**config.mk**
```make
export PLATFORM = sky130hd
export DESIGN_NAME = softmax_csr_slave
export DESIGN_NICKNAME = d
export VERILOG_FILES = /design/src/rtl/softmax_csr_slave.sv
export SDC_FILE = /design/constraint.sdc
export NUM_CORES = 1
export LEC_CHECK = 0
export CAP_MARGIN = 20
export CORE_MARGIN = 4
export CORE_UTILIZATION = 55
export CTS_CLUSTER_SIZE = 16
export DETAILED_ROUTE_END_ITERATION = 12
export PLACE_DENSITY = 0.8
export SLEW_MARGIN = 40
export SYNTH_ARGS = -nofsm -noshare
export SYNTH_HDL_FRONTEND = slang
export SYNTH_SLANG_ARGS = --single-unit
```
**constraint.sdc**
```tcl
create_clock -name clk -period 2.9 [get_ports clk]
set_clock_uncertainty 0.15 [all_clocks]
set_input_delay 0.58 -clock clk [delete_from_list [all_inputs] [get_ports clk]]
set_output_delay 0.58 -clock clk [all_outputs]
set_load 0.005 [all_outputs]
```
**src/rtl/softmax_csr_slave.sv**
```systemverilog
// AXI4-Lite register slave for the softmax engine: config registers, start/busy/done
// tracking, a config snapshot held for the datapath during a run, and a done interrupt.
module softmax_csr_slave #(
  parameter int ADDR_W  = 8,
  parameter int DATA_W  = 32,
  parameter int TOKEN_W = 16,
  parameter int HEAD_W  = 8
) (
  input  logic                  clk,
  input  logic                  rst_n,
  input  logic                  s_awvalid,
  output logic                  s_awready,
  input  logic [ADDR_W-1:0]     s_awaddr,
  input  logic                  s_wvalid,
  output logic                  s_wready,
  input  logic [DATA_W-1:0]     s_wdata,
  input  logic [DATA_W/8-1:0]   s_wstrb,
  output logic                  s_bvalid,
  input  logic                  s_bready,
  output logic [1:0]            s_bresp,
  input  logic                  s_arvalid,
  output logic                  s_arready,
  input  logic [ADDR_W-1:0]     s_araddr,
  output logic                  s_rvalid,
  input  logic                  s_rready,
  output logic [DATA_W-1:0]     s_rdata,
  output logic [1:0]            s_rresp,
  output logic [DATA_W-1:0]     cfg_in_base,
  output logic [DATA_W-1:0]     cfg_in_head_stride,
  output logic [DATA_W-1:0]     cfg_in_line_stride,
  output logic [DATA_W-1:0]     cfg_out_base,
  output logic [DATA_W-1:0]     cfg_out_head_stride,
  output logic [DATA_W-1:0]     cfg_out_line_stride,
  output logic [TOKEN_W-1:0]    cfg_token,
  output logic [HEAD_W-1:0]     cfg_head,
  output logic                  cfg_kv_cache,
  output logic                  cfg_need_mask,
  output logic                  start,
  input  logic                  done_in,
  output logic                  irq
);

  localparam logic [ADDR_W-3:0] OFF_CTRL     = 'h0;
  localparam logic [ADDR_W-3:0] OFF_STATUS   = 'h1;
  localparam logic [ADDR_W-3:0] OFF_IN_BASE  = 'h2;
  localparam logic [ADDR_W-3:0] OFF_IN_HS    = 'h3;
  localparam logic [ADDR_W-3:0] OFF_IN_LS    = 'h4;
  localparam logic [ADDR_W-3:0] OFF_OUT_BASE = 'h5;
  localparam logic [ADDR_W-3:0] OFF_OUT_HS   = 'h6;
  localparam logic [ADDR_W-3:0] OFF_OUT_LS   = 'h7;
  localparam logic [ADDR_W-3:0] OFF_TOKEN    = 'h8;
  localparam logic [ADDR_W-3:0] OFF_HEAD     = 'h9;
  localparam logic [ADDR_W-3:0] OFF_MODE     = 'hA;
  localparam logic [ADDR_W-3:0] OFF_ID       = 'hB;
  localparam logic [DATA_W-1:0] ID_VALUE     = 32'h534D_5801;
  localparam logic [1:0]        RESP_OKAY    = 2'b00;
  localparam logic [1:0]        RESP_SLVERR  = 2'b10;

  typedef enum logic {W_IDLE, W_RESP} w_state_t;
  typedef enum logic {R_IDLE, R_DATA} r_state_t;

  w_state_t w_state;
  r_state_t r_state;

  logic                aw_held, w_held;
  logic [ADDR_W-1:0]   aw_addr;
  logic [DATA_W-1:0]   w_data;
  logic [DATA_W/8-1:0] w_strb;

  logic                irq_en, busy, done;
  logic [DATA_W-1:0]   in_base, in_head_stride, in_line_stride;
  logic [DATA_W-1:0]   out_base, out_head_stride, out_line_stride;
  logic [TOKEN_W-1:0]  token;
  logic [HEAD_W-1:0]   head;
  logic [1:0]          mode;

  function automatic logic [DATA_W-1:0] merge(input logic [DATA_W-1:0] old_val,
                                              input logic [DATA_W-1:0] new_val,
                                              input logic [DATA_W/8-1:0] strb);
    logic [DATA_W-1:0] res;
    res = old_val;
    for (int i = 0; i < DATA_W/8; i++) begin
      if (strb[i]) res[8*i +: 8] = new_val[8*i +: 8];
    end
    return res;
  endfunction

  // Write decode on the held AW/W beats; evaluated only when both are held.
  logic [ADDR_W-3:0] w_off;
  logic              wr_cfg, wr_start, wr_err;

  always_comb begin
    w_off    = aw_addr[ADDR_W-1:2];
    wr_cfg   = (w_off >= OFF_IN_BASE) && (w_off <= OFF_MODE);
    wr_start = (w_off == OFF_CTRL) && w_strb[0] && w_data[0];
    wr_err   = (w_off > OFF_ID) || (wr_cfg && busy) || (wr_start && busy);
  end

  always_ff @(posedge clk or negedge rst_n) begin
    if (!rst_n) begin
      w_state             <= W_IDLE;
      s_awready           <= 1'b0;
      s_wready            <= 1'b0;
      s_bvalid            <= 1'b0;
      s_bresp             <= RESP_OKAY;
      aw_held             <= 1'b0;
      w_held              <= 1'b0;
      aw_addr             <= '0;
      w_data              <= '0;
      w_strb              <= '0;
      irq_en              <= 1'b0;
      busy                <= 1'b0;
      done                <= 1'b0;
      in_base             <= '0;
      in_head_stride      <= '0;
      in_line_stride      <= '0;
      out_base            <= '0;
      out_head_stride     <= '0;
      out_line_stride     <= '0;
      token               <= '0;
      head                <= '0;
      mode                <= '0;
      cfg_in_base         <= '0;
      cfg_in_head_stride  <= '0;
      cfg_in_line_stride  <= '0;
      cfg_out_base        <= '0;
      cfg_out_head_stride <= '0;
      cfg_out_line_stride <= '0;
      cfg_token           <= '0;
      cfg_head            <= '0;
      cfg_kv_cache        <= 1'b0;
      cfg_need_mask       <= 1'b0;
      start               <= 1'b0;
    end else begin
      start <= 1'b0;
      case (w_state)
        W_IDLE: begin
          if (s_awvalid && s_awready) begin
            aw_addr <= s_awaddr;
            aw_held <= 1'b1;
          end
          if (s_wvalid && s_wready) begin
            w_data <= s_wdata;
            w_strb <= s_wstrb;
            w_held <= 1'b1;
          end
          s_awready <= !(aw_held || (s_awvalid && s_awready));
          s_wready  <= !(w_held || (s_wvalid && s_wready));
          if (aw_held && w_held) begin
            aw_held  <= 1'b0;
            w_held   <= 1'b0;
            s_bvalid <= 1'b1;
            s_bresp  <= wr_err ? RESP_SLVERR : RESP_OKAY;
            w_state  <= W_RESP;
            if (!wr_err) begin
              case (w_off)
                OFF_CTRL: begin
                  if (w_strb[0]) irq_en <= w_data[1];
                  if (wr_start) begin
                    start               <= 1'b1;
                    busy                <= 1'b1;
                    done                <= 1'b0;
                    cfg_in_base         <= in_base;
                    cfg_in_head_stride  <= in_head_stride;
                    cfg_in_line_stride  <= in_line_stride;
                    cfg_out_base        <= out_base;
                    cfg_out_head_stride <= out_head_stride;
                    cfg_out_line_stride <= out_line_stride;
                    cfg_token           <= token;
                    cfg_head            <= head;
                    cfg_kv_cache        <= mode[0];
                    cfg_need_mask       <= mode[1];
                  end
                end
                OFF_STATUS:   if (w_strb[0] && w_data[1]) done <= 1'b0;
                OFF_IN_BASE:  in_base         <= merge(in_base, w_data, w_strb);
                OFF_IN_HS:    in_head_stride  <= merge(in_head_stride, w_data, w_strb);
                OFF_IN_LS:    in_line_stride  <= merge(in_line_stride, w_data, w_strb);
                OFF_OUT_BASE: out_base        <= merge(out_base, w_data, w_strb);
                OFF_OUT_HS:   out_head_stride <= merge(out_head_stride, w_data, w_strb);
                OFF_OUT_LS:   out_line_stride <= merge(out_line_stride, w_data, w_strb);
                OFF_TOKEN:    token <= TOKEN_W'(merge(DATA_W'(token), w_data, w_strb));
                OFF_HEAD:     head  <= HEAD_W'(merge(DATA_W'(head), w_data, w_strb));
                OFF_MODE:     mode  <= 2'(merge(DATA_W'(mode), w_data, w_strb));
                default: ;
              endcase
            end
          end
        end
        W_RESP: begin
          if (s_bready) begin
            s_bvalid  <= 1'b0;
            s_awready <= 1'b1;
            s_wready  <= 1'b1;
            w_state   <= W_IDLE;
          end
        end
        default: w_state <= W_IDLE;
      endcase
      // Placed after the register writes so a coincident DONE clear loses to the set.
      if (done_in && busy) begin
        busy <= 1'b0;
        done <= 1'b1;
      end
    end
  end

  logic [ADDR_W-3:0] r_off;
  logic [DATA_W-1:0] rd_val;
  logic              rd_err;

  always_comb begin
    r_off  = s_araddr[ADDR_W-1:2];
    rd_val = '0;
    rd_err = 1'b0;
    case (r_off)
      OFF_CTRL:     rd_val = DATA_W'({irq_en, 1'b0});
      OFF_STATUS:   rd_val = DATA_W'({done, busy});
      OFF_IN_BASE:  rd_val = in_base;
      OFF_IN_HS:    rd_val = in_head_stride;
      OFF_IN_LS:    rd_val = in_line_stride;
      OFF_OUT_BASE: rd_val = out_base;
      OFF_OUT_HS:   rd_val = out_head_stride;
      OFF_OUT_LS:   rd_val = out_line_stride;
      OFF_TOKEN:    rd_val = DATA_W'(token);
      OFF_HEAD:     rd_val = DATA_W'(head);
      OFF_MODE:     rd_val = DATA_W'(mode);
      OFF_ID:       rd_val = ID_VALUE;
      default:      rd_err = 1'b1;
    endcase
  end

  always_ff @(posedge clk or negedge rst_n) begin
    if (!rst_n) begin
      r_state   <= R_IDLE;
      s_arready <= 1'b0;
      s_rvalid  <= 1'b0;
      s_rdata   <= '0;
      s_rresp   <= RESP_OKAY;
    end else begin
      case (r_state)
        R_IDLE: begin
          if (s_arvalid && s_arready) begin
            s_rdata   <= rd_val;
            s_rresp   <= rd_err ? RESP_SLVERR : RESP_OKAY;
            s_rvalid  <= 1'b1;
            s_arready <= 1'b0;
            r_state   <= R_DATA;
          end else begin
            s_arready <= 1'b1;
          end
        end
        R_DATA: begin
          if (s_rready) begin
            s_rvalid  <= 1'b0;
            s_arready <= 1'b1;
            r_state   <= R_IDLE;
          end
        end
        default: r_state <= R_IDLE;
      endcase
    end
  end

  assign irq = done & irq_en;

endmodule

```
==> results of run 1 <==
==> synthesized netlist by cell type (8+ instances only) <==
cell and instances:
sky130_fd_sc_hd__clkbuf_1 34, sky130_fd_sc_hd__a22o_1 8, sky130_fd_sc_hd__o21ai_0 27, sky130_fd_sc_hd__nand2_1 37, sky130_fd_sc_hd__mux2_2 270, sky130_fd_sc_hd__a21oi_1 33
sky130_fd_sc_hd__a22oi_1 37, sky130_fd_sc_hd__a221oi_1 12, sky130_fd_sc_hd__nor2_2 16, sky130_fd_sc_hd__nor3_1 14, sky130_fd_sc_hd__mux2_4 209, sky130_fd_sc_hd__a31oi_1 13
sky130_fd_sc_hd__o22ai_1 19, sky130_fd_sc_hd__dfrtp_1 525, sky130_fd_sc_hd__nor2_1 31, sky130_fd_sc_hd__buf_12 22, sky130_fd_sc_hd__mux2i_1 44, sky130_fd_sc_hd__inv_1 9
==> logic make-up after synthesis <==
logic type | share of synthesized area (%)
simple gates | 3.95
compound gates | 5.01
buf+inv | 3.15
mux | 29.4
other cells | 0.0167
flops | 58.4
==> per-stage QoR <==
| step | area [sq um] | util, % | TNS, ns | cells |
|---|---|---|---|---|
| after floorplan | 22500 | - | 0 | 1453 |
| after global routing | 28300 | 70.7 | 0 | 2411 |
| final | 28300 | 70.7 | 0 | 2413 |
| after global placement | 26500 | 66.1 | 0 | 2313 |
| after detailed placement | 26500 | 66.1 | -0.119 | 2313 |
| after CTS | 28300 | 70.7 | 0 | 2410 |
==> registers in the layout (all words and copies together), names as in the netlist, 2 cells and up <==
register / cells
out_head_stride: 32
head: 8
in_base: 32
s_rdata: 32
mode: 2
cfg_in_line_stride: 32
token: 16
out_line_stride: 32
cfg_token: 16
in_line_stride: 32
out_base: 32
cfg_out_line_stride: 32
cfg_in_base: 32
cfg_head: 8
cfg_out_base: 32
in_head_stride: 32
w_data: 32
aw_addr: 6
cfg_out_head_stride: 32
cfg_in_head_stride: 32
w_strb: 4
==> layout make-up <==
cell class	count	share of cell area, %
tap	525	2.32
timing repair buffer	409	14.2
inverter	9	0.119
multi-input combinational	846	30.6
antenna	3	0.0265
clock buffer	73	5.32
clock inverter	23	1.06
sequential	525	46.3
==> repair_timing <==
action,4_1_cts,5_1_grt
gates resized for setup,0,0
endpoints found under the hold margin,56,0
hold buffers,1,0
setup buffers,0,0
==> metal layers <==
layer | global-route usage [%] | vias to the layer above | part of all wire (%) | wire [um]
li1 | - | 6108 | - | -
met1 | 38.6 | 7393 | 42 | 25800
met2 | 44.9 | 582 | 48 | 29900
met3 | 5.21 | 107 | 7.1 | 4420
met4 | 9.05 | 6 | 2.8 | 1760
met5 | 0 | - | 0.068 | 42
==> worst max path at each step <==
stage	from	endpoint
floorplan	s_araddr[3]	s_rdata[8]
global route	aw_addr[7]	cfg_in_line_stride[15]
CTS	aw_addr[7]	cfg_out_head_stride[6]
global placement	s_araddr[3]	s_rdata[15]
finish	aw_addr[7]	cfg_out_head_stride[15]
detailed placement	s_araddr[3]	s_rdata[21]
==> worst max-delay path, stage by stage, from the launching register on <==
cell                      delay, ns
sky130_fd_sc_hd__dfrtp_1       0.46
sky130_fd_sc_hd__nor4_2        0.30
sky130_fd_sc_hd__nand3_1       0.22
sky130_fd_sc_hd__nor4b_4       0.40
sky130_fd_sc_hd__nand3_4       0.17
sky130_fd_sc_hd__buf_12        0.30
sky130_fd_sc_hd__mux2_4        0.44
==> where the power goes <==
part,internal (uW),switching [uW]
sequential,8410,1420
clock,4170,2850
combinational,1410,1210
total,14000,5490
==> results by group, run 1 <==
Logic synthesis
  • Synth area leader: sky130_fd_sc_hd__dfrtp_1
  • Most instantiated flip-flop cell in the synthesis netlist: sky130_fd_sc_hd__dfrtp_1
  • Gate count after technology mapping: roughly 1500
  • Summed instance area of the synthesized netlist: about 0.022 sq mm
  • Largest cells by area after synthesis: sky130_fd_sc_hd__dfrtp_1 58%, sky130_fd_sc_hd__mux2_4 14%, sky130_fd_sc_hd__mux2_2 14%
  • Yosys warning total: 0
  • Count of flip-flops with a built-in enable after synthesis: 0
  • Count of distinct cell types in the synthesized netlist: 58
  • Mean instance size in the synthesized netlist: roughly 15 sq um
  • Ys async rst share: 100%
  • Sequential fraction of the synthesis area: between 50% and 60%
  • Area fraction of the dominant cell type after synthesis: 58.4%
  • FF+latch count, synth: 525

Final layout
  • Area taken by flip-flops and latches: roughly 0.013 sq mm
  • Commonest cells after routing, fill and taps aside: 525 x sky130_fd_sc_hd__dfrtp_1, 312 x sky130_fd_sc_hd__clkdlybuf4s50_1, 270 x sky130_fd_sc_hd__mux2_2, 209 x sky130_fd_sc_hd__mux2_4, 81 x sky130_fd_sc_hd__buf_4
  • Final Net Count: around 1900
  • Synth-to-layout area growth: 26.1%
  • Proportion of layout cells with a drive suffix above 1: between 30% and 40%
  • Area of combinational cells with multiple inputs: roughly 0.0087 sq mm
  • Number of fill cells: about 2600
  • Commonest non-fill, non-tap cell in the layout: sky130_fd_sc_hd__dfrtp_1

Drt
  • Total wire length after detailed routing: 62000 um
  • Average wire length per cell after detail routing: about 26 um
  • Number of iterations in the first detailed-routing pass: 5
  • Total number of vias: ~14000
  • Remaining antenna violation count after routing: 0
  • Via/cell ratio: 5.88
  • Residual DRC: 0
  • Number of design-rule violations left by the first detailed-router iteration: about 1100

Global routing
  • All-Layer GR Usage: approximately 28%
  • Total global routing overflow: 0
  • Vias in the first global route: 15132
  • Number of antenna violations at the first check in global routing: 4
  • Pin count of the biggest net entering global routing: roughly 110
  • Global-route wire length before repair: between 90000 and 100000 um

Critical path
  • Required time at the endpoint of the critical path: between 3 and 4 ns
  • Startpoint of the most critical register-to-register path: aw_addr[7]
  • Critical path class: flop to flop
  • FF-to-FF path depth: 6
  • Biggest fanout along the worst timing path: around 100
  • Arrival time reported for the critical path endpoint: 3.05 ns
  • Setup slack of the most critical reg-to-reg path: between 0.15 and 0.2 ns
  • Worst r2r dst: cfg_out_head_stride[15]
  • Startpoint types: flop
  • Kind of capture point of the worst setup path: flop

Job
  • Number of maximum-capacitance violations: 0

Clock network
  • Number of buffers created by CTS: just over 50
  • TritonCTS clock tree: built
  • Clk_lat worst skew: 0.60 ns
  • Max H-tree Level: 2
  • Root buffer cell: sky130_fd_sc_hd__clkbuf_16
  • Number of buffers on the longest clock path: 3
  • Clock-pin slew on the worst setup and hold paths: 0.06 ns
  • CTS sink count: 525

Timing
  • Worst hold-check slack: about 0.35 ns
  • Hold violation count in the final report: 0
  • Time the final worst path needs with I/O delays and setup: roughly 2.7 ns
  • Relative slew slack: around two fifths
  • Period Utilization, post-route: 94.3%
  • Fmax: ~0.37 GHz
  • Final setup violation count: 0
  • Final critical-path setup slack: 0.166 ns
  • Actual transition at the worst max-transition pin: about 0.87 ns
  • Setup repair after global routing missed its margin: no
  • Number of max-slew violations in the final report: 0

Placement
  • Final weighted congestion in routability-driven placement: between 0.8 and 0.9
  • DP HPWL: around 43000 um
  • Port bufs: 314
  • DP Worst Slack: -0.0698 ns

Min path
  • Worst Hold End: s_rdata[30]
  • Count of cells along the worst hold path: 2
  • Worst min-delay path startpoint: s_rdata[30]
  • Path type of the worst min-delay path: flop to flop

Power
  • Static Leak: 0.0138 uW
  • Post-layout total power: roughly 20000 uW
  • Total power per unit cell area: roughly 690 mW/mm^2
  • Maximum resistive drop on vdd: approximately 0.0005 V

Floorplan
  • Chip Width: 210 um
  • Die extent in y: 210 um
  • Die Area: about 0.044 sq mm
  • Starting density of the core: 56.1%
  • Standard-cell row count: 73
  • CORE AREA: ~0.040 sq mm
  • Number of top-level pins: roughly 320

Status
  • Run status: complete, no violations
(Power assumes the default switching activity.)
==> run 2: changes to the inputs <==
--- a/config.mk
+++ b/config.mk
@@ -10,6 +10,7 @@
 export CORE_UTILIZATION = 55
 export CTS_CLUSTER_SIZE = 16
 export DETAILED_ROUTE_END_ITERATION = 12
+export HOLD_SLACK_MARGIN = 0.15
 export PLACE_DENSITY = 0.8
 export SLEW_MARGIN = 40
 export SYNTH_ARGS = -nofsm -noshare
==> results of run 2 <==
Final layout, timing and power as in run 1 (identical DEF).
==> run 3: changes to the inputs <==
--- a/config.mk
+++ b/config.mk
@@ -7,11 +7,12 @@
 export LEC_CHECK = 0
 export CAP_MARGIN = 20
 export CORE_MARGIN = 4
-export CORE_UTILIZATION = 55
+export CORE_UTILIZATION = 49
+export CTS_CLUSTER_DIAMETER = 50
 export CTS_CLUSTER_SIZE = 16
 export DETAILED_ROUTE_END_ITERATION = 12
 export HOLD_SLACK_MARGIN = 0.15
-export PLACE_DENSITY = 0.8
+export PLACE_DENSITY = 0.76
 export SLEW_MARGIN = 40
 export SYNTH_ARGS = -nofsm -noshare
 export SYNTH_HDL_FRONTEND = slang
==> constraint.sdc (replaced) <==
create_clock -name clk -period 2.4 [get_ports clk]
set_clock_uncertainty 0.15 [all_clocks]
set_input_delay 0.48 -clock clk [delete_from_list [all_inputs] [get_ports clk]]
set_output_delay 0.48 -clock clk [all_outputs]
set_load 0.005 [all_outputs]
==> results by group, run 3 (synthesized netlist as in run 1, its figures left out) <==
Status
  • Run status: finished with violations
  • Violated checks: negative setup slack

Job
  • Number of maximum-capacitance violations: 0 (unchanged)

Power
  • Switching Share: 29.3% (+1.1 points)
  • Total power per unit cell area: 777 mW/mm^2 (+13%)
  • Static Leak: 0.0139 uW (+0.64%)
  • Part of the total power dissipated in the clock network: 32.0% (-4.1 points)
  • Combinational power share: 14.8% (+1.3 points)
  • Net switching power: 6550 uW (+19%)
  • Power share of the sequential group: 53.2% (+2.7 points)
  • Internal cell power: 15800 uW (+13%)
  • Post-layout total power: 22400 uW (+15%)
  • Maximum resistive drop on vdd: 0.000555 V (+13%)

Final layout
  • Area taken by flip-flops and latches: 0.0131 sq mm (about the same)
  • Commonest cells after routing, fill and taps aside: 524 x sky130_fd_sc_hd__dfrtp_1, 312 x sky130_fd_sc_hd__clkdlybuf4s50_1, 270 x sky130_fd_sc_hd__mux2_2, 209 x sky130_fd_sc_hd__mux2_4, 101 x sky130_fd_sc_hd__buf_4
  • Proportion of layout cells with a drive suffix above 1: 38.6% (+1.2 points)
  • Final Net Count: 1941 (+2.1%)
  • Commonest non-fill, non-tap cell in the layout: sky130_fd_sc_hd__dfrtp_1
  • Number of fill cells: 3287 (+25%)
  • Final non-filler cell area: 0.0288 sq mm (+1.5%)
  • Non-filler instance count after layout: 2508 (+3.9%)
  • Area of combinational cells with multiple inputs: 0.00873 sq mm (+0.63%)
  • Synth-to-layout area growth: 27.9%

Drt
  • Total number of vias: 14325 (+0.91%)
  • Number of iterations in the first detailed-routing pass: 5 (unchanged)
  • Residual DRC: 0 (unchanged)
  • Number of design-rule violations left by the first detailed-router iteration: 1302 (+22%)
  • Via/cell ratio: 5.71 (-2.9%)
  • Total wire length after detailed routing: 63100 um (+1.8%)
  • Remaining antenna violation count after routing: 0 (unchanged)
  • Average wire length per cell after detail routing: 25.1 um (-2.1%)

Placement
  • Port bufs: 314 (unchanged)
  • Final weighted congestion in routability-driven placement: 0.900 (+4.2%)
  • DP HPWL: 45000 um (+4.3%)
  • DP Worst Slack: -0.350 ns (-0.280 ns)
  • Area post-placement: 0.0272 sq mm (+2.7%)
  • Placed Instances: 2432 (+5.1%)

Critical path
  • Arrival time reported for the critical path endpoint: 2.80 ns (-0.25 ns)
  • Critical Path Max Stage Delay: 0.37 ns (-0.09 ns)
  • Kind of capture point of the worst setup path: flop
  • Crit path cell chain: and3b_1 -> o311a_4 -> nor4b_4 -> nand3_4 -> buf_12 -> buf_12 -> mux2_4
  • Biggest fanout along the worst timing path: 28 (-73%)
  • Required time at the endpoint of the critical path: 2.72 ns (-0.50 ns)
  • FF-to-FF path depth: 7 (+1)
  • Library cell appearing most often on the critical path: sky130_fd_sc_hd__buf_12
  • Highest-delay cell along the critical path: sky130_fd_sc_hd__dfrtp_1
  • Startpoint types: flop
  • Critical path class: flop to flop

Floorplan
  • Standard-cell row count: 78 (+6.8%)
  • Chip Width: 222 um (+5.7%)
  • Starting density of the core: 49.5% (-6.5 points)
  • Die extent in y: 222 um (+5.7%)
  • Number of top-level pins: 321 (unchanged)
  • CORE AREA: 0.0454 sq mm (+13%)
  • Die Area: 0.0494 sq mm (+12%)

Timing
  • Actual transition at the worst max-transition pin: 0.540 ns (-0.331 ns)
  • Relative slew slack: 63.9% (+22 points)
  • Total negative setup slack: -4.70 ns (-4.70 ns)
  • Hold violation count in the final report: 0 (unchanged)
  • Fmax: 0.404 GHz (+10%)
  • Final critical-path setup slack: -0.0745 ns (-0.240 ns)
  • Number of max-slew violations in the final report: 0 (unchanged)
  • Period Utilization, post-route: 103% (+8.8 points)
  • Final setup violation count: 123 (+123)
  • Time the final worst path needs with I/O delays and setup: 2.47 ns (-0.260 ns)
  • Setup repair after global routing missed its margin: yes

Clock network
  • Max H-tree Level: 2 (unchanged)
  • Number of buffers created by CTS: 45 (-12%)
  • Root buffer cell: sky130_fd_sc_hd__clkbuf_16
  • Number of buffers on the longest clock path: 3 (unchanged)
  • Clk_lat worst skew: 0.60 ns (about the same)
  • Setup Buffers After CTS: 0 (unchanged)
  • TritonCTS clock tree: built
  • CTS sink count: 525 (unchanged)
  • Clock-pin slew on the worst setup and hold paths: 0.07 ns (about the same)

Min path
  • Path type of the worst min-delay path: primary input to asynchronous set/reset pin

Global routing
  • Vias in the first global route: 15256 (+0.82%)
  • All-Layer GR Usage: 25.1% (-2.7 points)
  • Number of antenna violations at the first check in global routing: 1 (-3)
  • Total global routing overflow: 0 (unchanged)
  • Pin count of the biggest net entering global routing: 88 (-16%)
  • Global-route wire length before repair: 95900 um (+1.8%)
run 3: cell count changes in the layout (fill, tap and decap cells not counted), moves of 5 or more:
| cell | change |
|---|---|
| sky130_fd_sc_hd__clkbuf_8 | -10 |
| sky130_fd_sc_hd__buf_4 | +20 |
| sky130_fd_sc_hd__buf_12 | +23 |
| sky130_fd_sc_hd__clkbuf_16 | -5 |
| sky130_fd_sc_hd__clkinv_2 | -8 |
run 3: cell type report:
| type | instances | share of cell area (%) |
|---|---|---|
| antenna | 1 | 0.00870 |
| timing repair buffer | 454 | 16.3 |
| multi-input combinational | 846 | 30.4 |
| sequential | 525 | 45.7 |
| tap | 600 | 2.61 |
| inverter | 9 | 0.117 |
| clock buffer | 53 | 4.19 |
| clock inverter | 20 | 0.722 |
run 3: path summary, 6_finish.rpt:
check | slack, ns | endpoint | startpoint
hold reg to reg | 0.35 | s_rvalid | s_rvalid
hold / removal | 0.26 | cfg_out_head_stride[5] | rst_n
max in group asynchronous | 1.04 | out_head_stride[7] | rst_n
setup / recovery | -0.07 | cfg_out_head_stride[5] | w_data[0]
min in group clk | 0.35 | s_rvalid | s_rvalid
setup reg to reg | -0.07 | cfg_out_head_stride[5] | w_data[0]
run 3: metal layers:
layer | part of all wire, % | vias up | GRT usage [%]
met5 | 0.032 | - | 0
met4 | 3.2 | 2 | 7.38
met3 | 7.0 | 127 | 5.52
met2 | 47 | 541 | 40.0
met1 | 43 | 7466 | 35.0
li1 | - | 6189 | -
run 3: metrics by stage:
stage	hold slack (ns)	utilization, %
2_1_floorplan	0.0344	-
3_3_place_gp	0.296	60.0
3_5_place_dp	0.294	60.0
4_1_cts	0.252	63.2
5_1_grt	0.295	63.4
6_report	0.260	63.4
run 3: power by group through the flow:
stage	clock (uW)	combinational, uW	sequential (uW)
after floorplan	0	2080	11300
after global placement	0	3130	11900
after detailed placement	0	3250	12000
after CTS	7280	3290	11900
after global routing	7660	3570	12100
final	7150	3310	11900
run 3: repair_timing:
| action | CTS | global route |
|---|---|---|
| gates cloned | 0 | 1 |
| endpoints found under the setup margin | 84 | 338 |
| endpoints found under the hold margin | 362 | 0 |
| resized for setup | 5 | 7 |
| pin swaps | 2 | 4 |
| hold buffers | 1 | 0 |
run 3: critical path: cells and delay by family (launching register included):
family | cells | cell delay, ns
buf+inv | 2 | 0.43
mux | 1 | 0.32
flops | 1 | 0.37
compound gates | 1 | 0.34
simple gates | 3 | 0.71
